[config.mk]
export PLATFORM = sky130hd
export DESIGN_NAME = alu_core
export DESIGN_NICKNAME = d
export VERILOG_FILES = /design/src/rtl/alu_core.sv
export SDC_FILE = /design/constraint.sdc
export NUM_CORES = 1
export LEC_CHECK = 0
export BUFFER_PORTS_ARGS = -buffer_cell sky130_fd_sc_hd__buf_4
export CORE_ASPECT_RATIO = 0.9
export CORE_MARGIN = 10
export CORE_UTILIZATION = 61
export CTS_BUF_LIST = sky130_fd_sc_hd__clkbuf_16
export DETAILED_ROUTE_END_ITERATION = 7
export PLACE_DENSITY_LB_ADDON = 0.2
export RECOVER_POWER = 50
export SYNTH_ARGS = -nofsm -noshare
export SYNTH_HDL_FRONTEND = slang
export SYNTH_SLANG_ARGS = --single-unit
[constraint.sdc]
create_clock -name clk -period 4.8 [get_ports clk]
set_clock_uncertainty 0.05 [all_clocks]
set_input_delay 0.48 -clock clk [delete_from_list [all_inputs] [get_ports clk]]
set_output_delay 0.48 -clock clk [all_outputs]
set_load 0.01 [all_outputs]
[src/rtl/alu_core.sv]
// alu_core: single-cycle registered ALU with carry/sign/overflow/zero flags.
// HLT freezes all outputs until a synchronous reset clears the halt.
module alu_core #(
    parameter int WIDTH = 32
) (
    input  logic             clk,
    input  logic             rst,
    input  logic [WIDTH-1:0] operando_a,
    input  logic [WIDTH-1:0] operando_b,
    input  logic [4:0]       opcode,
    output logic [WIDTH-1:0] resultado,
    output logic             C,
    output logic             S,
    output logic             O,
    output logic             Z,
    output logic             halted
);

    localparam logic [4:0] OP_NOP = 5'b00000;
    localparam logic [4:0] OP_ADD = 5'b00001;
    localparam logic [4:0] OP_SUB = 5'b00010;
    localparam logic [4:0] OP_AND = 5'b00011;
    localparam logic [4:0] OP_OR  = 5'b00100;
    localparam logic [4:0] OP_NOT = 5'b00101;
    localparam logic [4:0] OP_NEG = 5'b00110;
    localparam logic [4:0] OP_HLT = 5'b11111;

    logic [WIDTH-1:0] res_q, res_d;
    logic             c_q, c_d;
    logic             s_q, s_d;
    logic             o_q, o_d;
    logic             z_q, z_d;
    logic             halt_q, halt_d;

    logic [WIDTH:0]   sum_w;
    logic [WIDTH:0]   dif_w;
    logic [WIDTH:0]   neg_w;
    logic             sa, sb;
    logic             exec;

    assign sa    = operando_a[WIDTH-1];
    assign sb    = operando_b[WIDTH-1];
    // Extra MSB carries the carry-out / borrow of each arithmetic op.
    assign sum_w = {1'b0, operando_a} + {1'b0, operando_b};
    assign dif_w = {1'b0, operando_a} - {1'b0, operando_b};
    assign neg_w = {(WIDTH+1){1'b0}} - {1'b0, operando_a};

    always_comb begin
        res_d  = res_q;
        c_d    = c_q;
        o_d    = o_q;
        halt_d = halt_q;
        exec   = 1'b0;
        if (!halt_q) begin
            case (opcode)
                OP_ADD: begin
                    exec  = 1'b1;
                    res_d = sum_w[WIDTH-1:0];
                    c_d   = sum_w[WIDTH];
                    o_d   = (sa == sb) && (sum_w[WIDTH-1] != sa);
                end
                OP_SUB: begin
                    exec  = 1'b1;
                    res_d = dif_w[WIDTH-1:0];
                    c_d   = dif_w[WIDTH];
                    o_d   = (sa != sb) && (dif_w[WIDTH-1] != sa);
                end
                OP_AND: begin
                    exec  = 1'b1;
                    res_d = operando_a & operando_b;
                    c_d   = 1'b0;
                    o_d   = 1'b0;
                end
                OP_OR: begin
                    exec  = 1'b1;
                    res_d = operando_a | operando_b;
                    c_d   = 1'b0;
                    o_d   = 1'b0;
                end
                OP_NOT: begin
                    exec  = 1'b1;
                    res_d = ~operando_a;
                    c_d   = 1'b0;
                    o_d   = 1'b0;
                end
                OP_NEG: begin
                    exec  = 1'b1;
                    res_d = neg_w[WIDTH-1:0];
                    c_d   = neg_w[WIDTH];
                    o_d   = sa && (neg_w[WIDTH-1] == 1'b1);
                end
                OP_HLT:  halt_d = 1'b1;
                OP_NOP:  exec = 1'b0;
                default: exec = 1'b0;
            endcase
        end
        s_d = exec ? res_d[WIDTH-1] : s_q;
        z_d = exec ? (res_d == '0) : z_q;
    end

    always_ff @(posedge clk) begin
        if (rst) begin
            res_q  <= '0;
            c_q    <= 1'b0;
            s_q    <= 1'b0;
            o_q    <= 1'b0;
            z_q    <= 1'b1;
            halt_q <= 1'b0;
        end else begin
            res_q  <= res_d;
            c_q    <= c_d;
            s_q    <= s_d;
            o_q    <= o_d;
            z_q    <= z_d;
            halt_q <= halt_d;
        end
    end

    assign resultado = res_q;
    assign C         = c_q;
    assign S         = s_q;
    assign O         = o_q;
    assign Z         = z_q;
    assign halted    = halt_q;

endmodule

## Word level (Yosys, flattened, before mapping)

Cells that the tools add are included.

- Register bits after elaboration: 37
- Input port bits: 71
- Output and inout bits: 37
- Logic and storage cells: 40

- Add/subtract/negate cells: 3
- Eq/ne operators: 11
- Muxes and demuxes: 8
- Bitwise operators: 4
- Reduce and logical (&&, ||, !) cells: 8

Operator list:

| operator | count |
|---|---|
| one-hot mux 32 bit (6 select lines) | 1 |
| adder 32 x 32 -> 33 bit | 1 |
| subtractor 1 x 32 -> 33 bit (first input constant) | 1 |
| subtractor 32 x 32 -> 33 bit | 1 |
| AND 32 bit | 1 |
| logical NOT 32 bit | 1 |
| two-way mux 32 bit | 1 |
| inverter 32 bit | 1 |
| OR 32 bit | 1 |
| equality test 5 x 3 -> 1 bit (second input constant) | 3 |
| equality test 5 x 2 -> 1 bit (second input constant) | 2 |
| one-hot mux 1 bit (4 select lines) | 2 |
| OR reduction 6 bit | 1 |
| equality test 5 x 1 -> 1 bit (second input constant) | 1 |
| equality test 5 bit (second input constant) | 1 |
| two-way mux 1 bit | 4 |
| nonzero test 4 bit | 1 |
| logical AND 1 bit | 3 |
| inequality test 1 bit | 3 |
| OR reduction 3 bit | 1 |
| AND reduction 2 bit | 1 |
| equality test 1 bit | 1 |
| inverter 1 bit | 1 |

## Longest topological paths before layout

Gate-level depths: netlist (run 1).

- Depth after elaboration: 4
- Depth in mapped cells: 16
- Gate-level depth less buffers: 15

## Worst setup path after synthesis (run 1)

No wires, ideal clock.

- Kind: input port to flip-flop
- Start point: input operando_a[0]
- End point: register z_q (netlist: Z)
- Library setup time: 0.059 ns
- Arrival: 3.465 ns
- Data required time: 4.691 ns
- Setup slack: 1.226 ns
- Stages on the path: 15
- Buffers on the path: 0
- Path through: inv_1 ha_1 inv_1 fa_1 nor2b_1 o311ai_2 a2111oi_2 nor4_1 o31ai_2 a21o_1 a221oi_1 nor3_1 nor4b_1 nand4_1 nand2_1

- Word-level cells in the longest chain between the ends: 4
- Elaborated cells between the ends (all ways): 9
- Those cells by class: add/sub: 3; mux: 2; bitwise: 3; reduce/logical: 1

Ends and longest elaborated chain:

| item | line | text |
|---|---|---|
| start, declared | 8 | `input logic [WIDTH-1:0] operando_a,` |
| subtractor 1 x 32 -> 33 bit, or another cell as far along | 46 | `assign neg_w = {(WIDTH+1){1'b0}} - {1'b0, operando_a};` |
| one-hot mux 32 bit (6 select lines) (*) | 55 | `case (opcode)` |
| two-way mux 32 bit (*) | 54 | `if (!halt_q) begin` |
| logical NOT 32 bit (*) | 98 | `z_d = exec ? (res_d == '0) : z_q;` |
| end signal, assigned | 114 | `z_q <= z_d;` |
| end, declared | 32 | `logic z_q, z_d;` |

Mark *: on every way between the ends. The rest lies on a longest branch, timed or not.
A chain may end at the register's enable or synchronous reset.

## Worst setup path after layout (run 1)

- Start point: input operando_a[5]
- End point: register z_q (netlist: Z)

The elaborated chain is that of the path after synthesis.

==> results of run 1 <==
[power by group through the flow]
stage	registers [uW]	logic [uW]	clock network [uW]
finish	341	891	356
global route	343	949	357
CTS	341	862	343
detailed placement	348	857	0
global placement	347	847	0
floorplan	354	543	0
[cell families (layout without fill, tap and decap cells)]
group                    after synthesis  in the layout  synth area share [%]
multiplexers                           8              8                  1.05
XOR/XNOR                              30             30                  3.29
other                                  0              2                     0
flip-flops                            37             37                  9.28
buffers and inverters                162            237                  7.68
adder cells (fa/ha/maj)              100            100                  15.9
AO/OA/AOI/OAI                        400            400                  34.5
AND/OR/NAND/NOR                      438            438                  28.3
[synth_stat cells (11+ instances only)]
cell type    n  share of area, %
a2111oi_0   11               1.2
a211oi_1    21               2.0
a21o_1      18               1.7
a21oi_1     97               6.1
a31oi_1     11              0.86
clkbuf_1    61               2.9
dfxtp_1     37               9.3
ha_1        98                15
inv_1       92               4.3
nand2_1     64               3.0
nand2b_1    21               1.6
nand3_1     32               2.0
nand4_1     20               1.6
nor2_1     134               6.3
nor2b_1     17               1.3
nor3_1      52               3.3
nor4_1      19               1.5
o21ai_0     70               4.4
o22ai_1     22               1.7
o31ai_1     21               2.0
or3_1       14               1.1
xnor2_1     23               2.5
[metal layers]
| metal | GRT usage, % | vias to the layer above | wire (um) |
|---|---|---|---|
| met5 | 0 | - | 13 |
| met4 | 14.7 | 2 | 1550 |
| met3 | 16.9 | 155 | 6440 |
| met2 | 47.8 | 950 | 12900 |
| met1 | 46.5 | 4647 | 13300 |
| li1 | - | 4516 | - |
[layout by cell type, fill, tap and decap left out, types with 21 or more instances in the layout]
cell      instances
nor2_1          134
buf_4           100
ha_1             98
a21oi_1          97
inv_1            93
o21ai_0          70
nand2_1          64
nor3_1           51
dfxtp_1          37
clkbuf_1         37
nand3_1          32
xnor2_1          23
o22ai_1          22
nand2b_1         21
o31ai_1          21
a211oi_1         21
[state kept, by name, summed over array words and instances, names as in the netlist]
register / cells
resultado: 32
C: 1
O: 1
Z: 1
halted: 1
S: 1
[stage by stage]
stage / power [uW] / hold WS, ns
global placement: 1190 / 0.428
CTS: 1550 / 0.442
detailed placement: 1200 / 0.427
floorplan: 897 / 0.455
global route: 1650 / 0.470
finish: 1590 / 0.433
[worst max-delay path by stage]
stage / end / slack (ns)
CTS: Z$_SDFFE_PP1P_ / 0.79
detailed placement: Z$_SDFFE_PP1P_ / 0.50
finish: Z$_SDFFE_PP1P_ / 0.63
floorplan: Z$_SDFFE_PP1P_ / 1.23
global placement: Z$_SDFFE_PP1P_ / 0.66
global route: Z$_SDFFE_PP1P_ / 0.46
[cell type report]
| class | count | area share, % |
|---|---|---|
| Antenna cell | 2 | 0.0558 |
| Clock buffer | 5 | 1.40 |
| Clock inverter | 3 | 0.154 |
| Inverter | 92 | 3.85 |
| Multi-Input combinational cell | 976 | 74.1 |
| Sequential cell | 37 | 8.26 |
| Tap cell | 164 | 2.29 |
| Timing Repair Buffer | 137 | 9.93 |
[worst reg2reg max path: stages, from the launching register on]
cell and delay (ns):
dfxtp_1 0.35, or3_1 0.71, buf_4 0.32, a221oi_1 0.26
o221ai_1 0.23, a2111oi_0 0.42, o21ai_1 0.12, a211o_1 0.31
o311ai_0 0.19, and4b_1 0.33, nand4_1 0.11, nand2_1 0.08
==> impl_metrics.csv, run 1 <==
group,metric,value,unit
sta,fin_setup_tns,0,ns
clocking,cts_made_buffers,5,
finish,fillers,1143,
detailed_routing,drt-pass1-iter-count,8,
setup_path,cp_num_buf_inv,2,
floorplan,dieArea,0.0181,mm2
floorplan,core_area,0.0127,mm2
placed_design,portBuffers,107,
setup_path,r2r_cells,11,
global_route,grt_pass1_vias,9396,
logic_synthesis,syn_nets,1346,
placed_design,dp.cells,1406,
logic_synthesis,async_flop_share,0,%
finish,seqCellArea,741,um2
worst_hold_path,min_path_cells,2,
logic_synthesis,synth_area,0.00798,mm2
pwr,leakage,0.00373,uW
clocking,cts_tree,"built",
pwr,p_sw,758,uW
floorplan,die_h,129,um
sta,worst_slack,0.630,ns
floorplan,initial_core_util,62.6,%
clocking,cts_setup_buffers,0,
detailed_routing,avgRoutedWirePerCell,24.1,um
logic_synthesis,netlist_instances,1175,
clocking,clkTransAtPathRegs,0.08,ns
global_route,grt_pass1_wl,51700,um
global_route,grt_max_degree,38,
detailed_routing,wl,34200,um
placed_design,place.gp.congestion,1.10,
finish,instances_no_fill,1416,
sta,max_freq,0.240,GHz
pwr,intPower,830,uW
pwr,pwr-share-comb,56.1,%
clocking,cts_root_buffer,"clkbuf_16",
pwr,seqPwrFrac,21.5,%
finish,drive_gt1_share,11.3,%
setup_path,start_kind,"input port",
logic_synthesis,syn_area_per_cell,6.79,um2
clocking,clock_latency,0.31,ns
clocking,h-tree-depth,2,
detailed_routing,via_per_inst,7.25,
setup_path,cp-startpoint,"operando_a[5]",
logic_synthesis,synth_edf_count,0,
setup_path,crit_path_end_kind,"flip-flop",
setup_path,reg2reg_from,"halted$_SDFF_PP0_",
placed_design,place_area,0.00896,mm2
logic_synthesis,ys.flop_type,"dfxtp_1",
worst_hold_path,min_to,"Z$_SDFFE_PP1P_",
setup_path,max_stage_delay,0.60,ns
logic_synthesis,ys_seq_elements,37,
pwr,pwr_density_cell,177,mW/mm2
detailed_routing,drt_iter0_markers,1728,
setup_path,cp.arrival,4.38,ns
global_route,grt.overflow.total,0,
global_route,grt_usage,35.3,%
pwr,swShare,47.7,%
logic_synthesis,yosysSeqAreaShare,9.28,%
setup_path,cp.required,5.01,ns
logic_synthesis,synth_cell_types,85,
clocking,cts_buffer_depth,2,
finish,utilization,70.4,%
detailed_routing,postRouteAntennaNets,0,
floorplan,rows,39,
setup_path,r2r-end,"Z$_SDFFE_PP1P_",
setup_path,path_depth,16,
sta,finalHoldViolCount,0,
run_status,status,"finished, final reports clean",
sta,rsz0062_at_grt,"false",
floorplan,fp.dieW,141,um
setup_path,crit_fanout,10,
clocking,cts_hold_buf,0,
setup_path,cp_cell_sequence,"buf_4 -> or4_4 -> nor3_2 -> nand3_1 -> nor3_1 -> ha_1 -> inv_1 -> a221oi_1 -> o221ai_1 -> a2111oi_0 -> o21ai_1 -> a211o_1 -> o311ai_0 -> and4b_1 -> nand4_1 -> nand2_1",
global_route,antenna_found_initial,3,
finish,multi_input_area,0.00664,mm2
sta,fin_crit,4.17,ns
detailed_routing,route.detailed.drc,0,
detailed_routing,vias,10300,
sta,worstMarginPinSlew,1.17,ns
sta,slew_headroom,22.1,%
finish,area_growth,12.3,%
setup_path,reg2reg_slack,1.28,ns
setup_path,slowest_stage,"or4_4",
sta,drv_slew,0,
sta,period_share,86.9,%
pwr,peakVddDrop,118,uV
placed_design,place_ws,0.503,ns
clocking,cts.sink_count,37,
pwr,p_clk_share,22.4,%
job,maxCapViolCount,0,
floorplan,io_pins,108,
finish,design_area,0.00896,mm2
worst_hold_path,worstHoldStart,"Z$_SDFFE_PP1P_",
placed_design,dp_hpwl,26600,um
sta,finalSetupViolCount,0,
setup_path,cp_top_family,"simple AND/OR/NAND/NOR gates",
worst_hold_path,min_path_type,"reg2reg",
clocking,cts_resized,0,
setup_path,critPathKind,"in2reg",
logic_synthesis,yosysWarnings,0,
finish,layout.nets,1420,
(Power assumes the default switching activity.)
==> run 2: changes to the inputs <==
- CELL_PAD_IN_SITES_DETAIL_PLACEMENT: unset -> 0
- CELL_PAD_IN_SITES_GLOBAL_PLACEMENT: unset -> 1
- CORE_UTILIZATION: 61 -> 43
==> run 2 against run 1 <==
Design area up 2.3%. First-iteration DRC count fell by 38%. Cell count grew 6.6%. Clock power increased by 3%. Largest cell class unchanged.
==> impl_metrics.csv, run 2 (synthesized netlist as in run 1, its figures left out) <==
group,metric,value,unit
run_status,status,"finished, final reports clean",
pwr,total_power,1610,uW
detailed_routing,via_per_inst,6.41,
pwr,seqPwrFrac,21.2,%
clocking,cts_made_buffers,5,
finish,insertedDiodeCount,0,
setup_path,critPathKind,"in2reg",
clocking,h-tree-depth,2,
detailed_routing,wl,35800,um
pwr,intPower,841,uW
setup_path,r2r-end,"Z$_SDFFE_PP1P_",
finish,drive_gt1_share,12.3,%
setup_path,critPathCapture,"Z$_SDFFE_PP1P_",
detailed_routing,avgRoutedWirePerCell,23.7,um
setup_path,cp_cell_sequence,"buf_4 -> inv_1 -> ha_1 -> nor2_1 -> nand3_1 -> a2111oi_2 -> nor4_1 -> o31ai_2 -> a21oi_1 -> a32o_1 -> o32ai_1 -> and4b_1 -> nand4_1 -> nand2_1",
global_route,grt.overflow.total,0,
pwr,leakage,0.00379,uW
worst_hold_path,min_path_type,"in2reg",
floorplan,die_h,149,um
global_route,grt_max_degree,38,
sta,hold_slack,0.421,ns
pwr,pwr_density_cell,175,mW/mm2
setup_path,start_kind,"input port",
sta,fin_crit,4.15,ns
sta,period_share,86.5,%
floorplan,core_area,0.0183,mm2
sta,fin_setup_tns,0,ns
global_route,grt_pass1_vias,8774,
detailed_routing,postRouteAntennaNets,0,
setup_path,slowest_stage,"a2111oi_2",
floorplan,fp.dieW,164,um
detailed_routing,route.detailed.drc,0,
sta,max_freq,0.241,GHz
finish,instances_no_fill,1509,
finish,largest_reg_flops,32,
setup_path,cp_num_buf_inv,2,
sta,finalHoldViolCount,0,
placed_design,place_area,0.00916,mm2
pwr,p_sw,765,uW
setup_path,crit_path_end_kind,"flip-flop",
setup_path,reg2reg_from,"halted$_SDFF_PP0_",
sta,worstMarginPinSlew,0.784,ns
pwr,peakVddDrop,121,uV
placed_design,place.gp.congestion,1.01,
clocking,cts.sink_count,37,
sta,rsz0062_at_grt,"false",
global_route,grt_usage,28.0,%
clocking,cts_root_buffer,"clkbuf_16",
finish,design_area,0.00917,mm2
finish,area_growth,14.9,%
clocking,cts_buffer_depth,2,
global_route,antenna_found_initial,1,
clocking,cts_hold_buf,0,
floorplan,initial_core_util,43.6,%
pwr,p_clk_share,22.9,%
global_route,grt_pass1_wl,53500,um
clocking,clock_latency,0.31,ns
setup_path,reg2reg_slack,1.58,ns
clocking,cts_setup_buffers,0,
floorplan,io_pins,108,
setup_path,cp-startpoint,"operando_a[11]",
setup_path,r2r_cells,10,
sta,slew_headroom,46.4,%
setup_path,crit_fanout,12,
finish,layout.nets,1434,
setup_path,path_depth,14,
sta,finalSetupViolCount,0,
setup_path,cp_top_family,"compound AO/OA/AOI/OAI gates",
placed_design,portBuffers,107,
pwr,pwr-share-comb,55.9,%
job,maxCapViolCount,0,
detailed_routing,drt_iter0_markers,1067,
finish,final_cell_mix,"nor2_1, buf_4, ha_1, a21oi_1, inv_1",
setup_path,cp.required,5.01,ns
placed_design,dp.cells,1501,
pwr,swShare,47.6,%
clocking,clkTransAtPathRegs,0.08,ns
setup_path,cp.arrival,4.36,ns
detailed_routing,vias,9680,
floorplan,dieArea,0.0244,mm2
clocking,cts_tree,"built",
finish,final_common_cell,"nor2_1",
setup_path,max_stage_delay,0.67,ns
detailed_routing,drt-pass1-iter-count,5,
clocking,cts_resized,0,
floorplan,rows,47,
placed_design,dp_hpwl,28600,um
sta,drv_slew,0,
## run 2: layer usage
layer,part of all wire (%),wire (um),vias up,track usage (%)
li1,-,-,4544,-
met1,46,16300,4527,41.1
met2,39,13900,572,37.9
met3,14,5090,37,9.99
met4,1.5,549,0,5.27
met5,0,0,-,0
## run 2: final cells by class
type                       count  area, um2
tap                          245        307
fill                        1973       9120
timing repair buffer         151        995
sequential                    37        741
inverter                      92        345
clock inverter                 3       17.5
clock buffer                   5        125
multi-input combinational    976       6640
## run 2: worst min path at each step
| stage | cells past startpoint | startpoint | end |
|---|---|---|---|
| 2_1_floorplan | 2 | Z$_SDFFE_PP1P_ | Z$_SDFFE_PP1P_ |
| 3_3_place_gp | 2 | O$_SDFFE_PP0P_ | O$_SDFFE_PP0P_ |
| 3_5_place_dp | 2 | S$_SDFFE_PP0P_ | S$_SDFFE_PP0P_ |
| 4_1_cts | 3 | opcode[4] | halted$_SDFF_PP0_ |
| 5_1_grt | 3 | opcode[4] | halted$_SDFF_PP0_ |
| 6_report | 3 | opcode[4] | halted$_SDFF_PP0_ |
## run 2: power groups by stage
stage / combinational [uW] / clock, uW / sequential, uW
3_5_place_dp: 881 / 0 / 348
6_report: 897 / 368 / 341
3_3_place_gp: 880 / 0 / 348
5_1_grt: 969 / 377 / 344
2_1_floorplan: 543 / 0 / 354
4_1_cts: 885 / 365 / 341
## run 2: through the flow
stage	utilization [%]	setup WS, ns
after floorplan	-	1.23
after global placement	50.1	0.378
after detailed placement	50.1	0.388
after CTS	50.9	0.698
after global routing	50.1	0.366
final	50.1	0.647
## run 2: worst reg2reg max path, cell delays in order, from the launching register on
cell and delay, ns:
dfxtp_1 0.35, or3_1 0.53, a21oi_1 0.16, o21ai_0 0.09, a2111oi_0 0.64, and4_1 0.31
nand4_1 0.29, nor4_1 0.30, and4b_1 0.28, nand4_1 0.10, nand2_1 0.08
==> run 3: changes to the inputs <==
- GPL_TIMING_DRIVEN: unset -> 0
==> run 3 against run 2 <==
Design area decreased by 0.52%. Largest cell class unchanged. Critical path type unchanged. Sequential cell count stayed put. Die area is the same. Fmax decreased by 11%. Critical endpoint unchanged.
==> impl_metrics.csv, run 3 (synthesized netlist as in run 1, its figures left out) <==
group,metric,value,unit
finish,drive_gt1_share,9.30,%
sta,fin_setup_tns,0,ns
setup_path,cp_top_family,"buffers and inverters",
floorplan,initial_core_util,43.6,%
setup_path,cp-startpoint,"opcode[0]",
setup_path,crit_path_end_kind,"flip-flop",
detailed_routing,drt-pass1-iter-count,6,
clocking,cts_buffer_depth,2,
sta,max_freq,0.214,GHz
setup_path,max_stage_delay,0.74,ns
placed_design,portBuffers,105,
floorplan,die_h,149,um
finish,instances_no_fill,1535,
setup_path,reg2reg_slack,0.55,ns
detailed_routing,vias,10200,
clocking,clock_latency,0.31,ns
global_route,grt_pass1_vias,9419,
finish,insertedDiodeCount,0,
floorplan,core_area,0.0183,mm2
setup_path,path_depth,15,
clocking,h-tree-depth,2,
setup_path,r2r-end,"Z$_SDFFE_PP1P_",
setup_path,cp_cell_sequence,"buf_4 -> buf_1 -> nor2b_1 -> and2_1 -> clkbuf_1 -> clkbuf_1 -> clkbuf_2 -> a21oi_1 -> a31oi_1 -> a21oi_1 -> nand4_1 -> nor4_1 -> and4b_1 -> nand4_1 -> nand2_1",
pwr,seqPwrFrac,21.0,%
sta,slew_headroom,5.26,%
finish,area_growth,14.3,%
clocking,cts_resized,1,
clocking,cts_made_buffers,5,
setup_path,cp.arrival,4.82,ns
global_route,grt.overflow.total,0,
placed_design,place.gp.congestion,1.05,
job,maxCapViolCount,0,
finish,seqCellArea,741,um2
finish,fillers,2026,
pwr,pwr_density_cell,177,mW/mm2
setup_path,critPathKind,"in2reg",
setup_path,r2r_cells,9,
sta,rsz0062_at_grt,"false",
finish,largest_reg_flops,32,
pwr,p_sw,795,uW
setup_path,reg2reg_from,"halted$_SDFF_PP0_",
placed_design,dp_hpwl,32100,um
pwr,leakage,0.00369,uW
pwr,peakVddDrop,134,uV
detailed_routing,postRouteAntennaNets,0,
placed_design,dp.cells,1527,
clocking,cts_tree,"built",
pwr,swShare,49.2,%
setup_path,critPathCapture,"Z$_SDFFE_PP1P_",
finish,layout.nets,1460,
global_route,antenna_found_initial,0,
detailed_routing,via_per_inst,6.63,
run_status,status,"finished, final reports clean",
detailed_routing,avgRoutedWirePerCell,26.6,um
floorplan,io_pins,108,
sta,fin_crit,4.68,ns
setup_path,cp_num_buf_inv,5,
detailed_routing,route.detailed.drc,0,
sta,finalHoldViolCount,0,
sta,drv_slew,0,
pwr,pwr-share-comb,56.5,%
detailed_routing,drt_iter0_markers,1379,
clocking,cts_root_buffer,"clkbuf_16",
setup_path,slowest_stage,"clkbuf_1",
floorplan,fp.dieW,164,um
sta,finalSetupViolCount,0,
setup_path,crit_fanout,10,
sta,period_share,97.4,%
pwr,p_clk_share,22.4,%
floorplan,rows,47,
worst_hold_path,min_path_type,"reg2reg",
clocking,cts_hold_buf,0,
global_route,grt_pass1_wl,59500,um
sta,worstMarginPinSlew,1.42,ns
finish,utilization,49.9,%
global_route,grt_max_degree,12,
setup_path,cp.required,4.94,ns
setup_path,start_kind,"input port",
clocking,clkTransAtPathRegs,0.07,ns
finish,final_common_cell,"nor2_1",
detailed_routing,wl,40800,um
finish,multi_input_area,0.00665,mm2
clocking,cts_setup_buffers,0,
global_route,grt_usage,32.0,%
floorplan,dieArea,0.0244,mm2
pwr,intPower,823,uW
finish,final_cell_mix,"nor2_1, ha_1, a21oi_1, clkbuf_1, inv_1",
clocking,cts.sink_count,37,
==> run 3: cell count changes in the layout (fill, tap and decap cells not counted), moves of 3 or more <==
cell	before	now
buf_2	0	5
buf_4	114	69
buf_1	0	5
clkbuf_2	0	3
a2111oi_1	1	4
a2111oi_0	10	7
clkbuf_1	37	94
==> run 3: worst min path at each step <==
stage                                   end  cells after the start  slack, ns           start
after floorplan              Z$_SDFFE_PP1P_                      2       0.45  Z$_SDFFE_PP1P_
after global placement       Z$_SDFFE_PP1P_                      2       0.39  Z$_SDFFE_PP1P_
after detailed placement     Z$_SDFFE_PP1P_                      2       0.41  Z$_SDFFE_PP1P_
after CTS                    Z$_SDFFE_PP1P_                      2       0.42  Z$_SDFFE_PP1P_
after global routing      halted$_SDFF_PP0_                      3       0.46       opcode[4]
final                        Z$_SDFFE_PP1P_                      2       0.42  Z$_SDFFE_PP1P_
==> run 3: stage by stage <==
stage	power [uW]	hold WS, ns	setup slack (ns)	instance area [um2]
after floorplan	897	0.455	1.23	7980
after global placement	1230	0.395	-0.613	9070
after detailed placement	1230	0.407	-0.308	9090
after CTS	1580	0.424	0.0782	9240
after global routing	1690	0.458	0.00151	9120
final	1620	0.424	0.123	9120
==> run 3: power by group through the flow <==
stage / Combinational, uW / Sequential, uW / Clock [uW]
floorplan: 543 / 354 / 0
global placement: 885 / 347 / 0
detailed placement: 885 / 347 / 0
CTS: 890 / 340 / 353
global route: 980 / 342 / 370
finish: 914 / 340 / 363
==> run 3: worst register-to-register path, cell delays in order (launching register included) <==
cell and delay [ns]:
dfxtp_1 0.34, nor3_1 0.28, clkbuf_1 0.65, clkbuf_1 0.75
buf_1 0.68, nor2_1 0.31, o31ai_1 0.76, nor4b_1 0.12
nand4_1 0.14, nand2_1 0.05
==> run 3: final cells by class <==
cell class / count / share of cell area (%)
plain buffers: 70 / 2.98
multi-input cells: 976 / 72.9
clock inverters: 3 / 0.151
well taps: 245 / 3.36
repair buffers: 107 / 7.33
clock buffers: 5 / 1.37
flip-flops and latches: 37 / 8.12
inverters: 92 / 3.79
==> run 3: layer usage <==
metal  routed length (um)  up-vias  track usage [%]
li1                     -     4607                -
met1                17900     4851             45.8
met2                16100      647             45.2
met3                 5790       69             10.1
met4                 1010        0             7.72
met5                    0        -                0
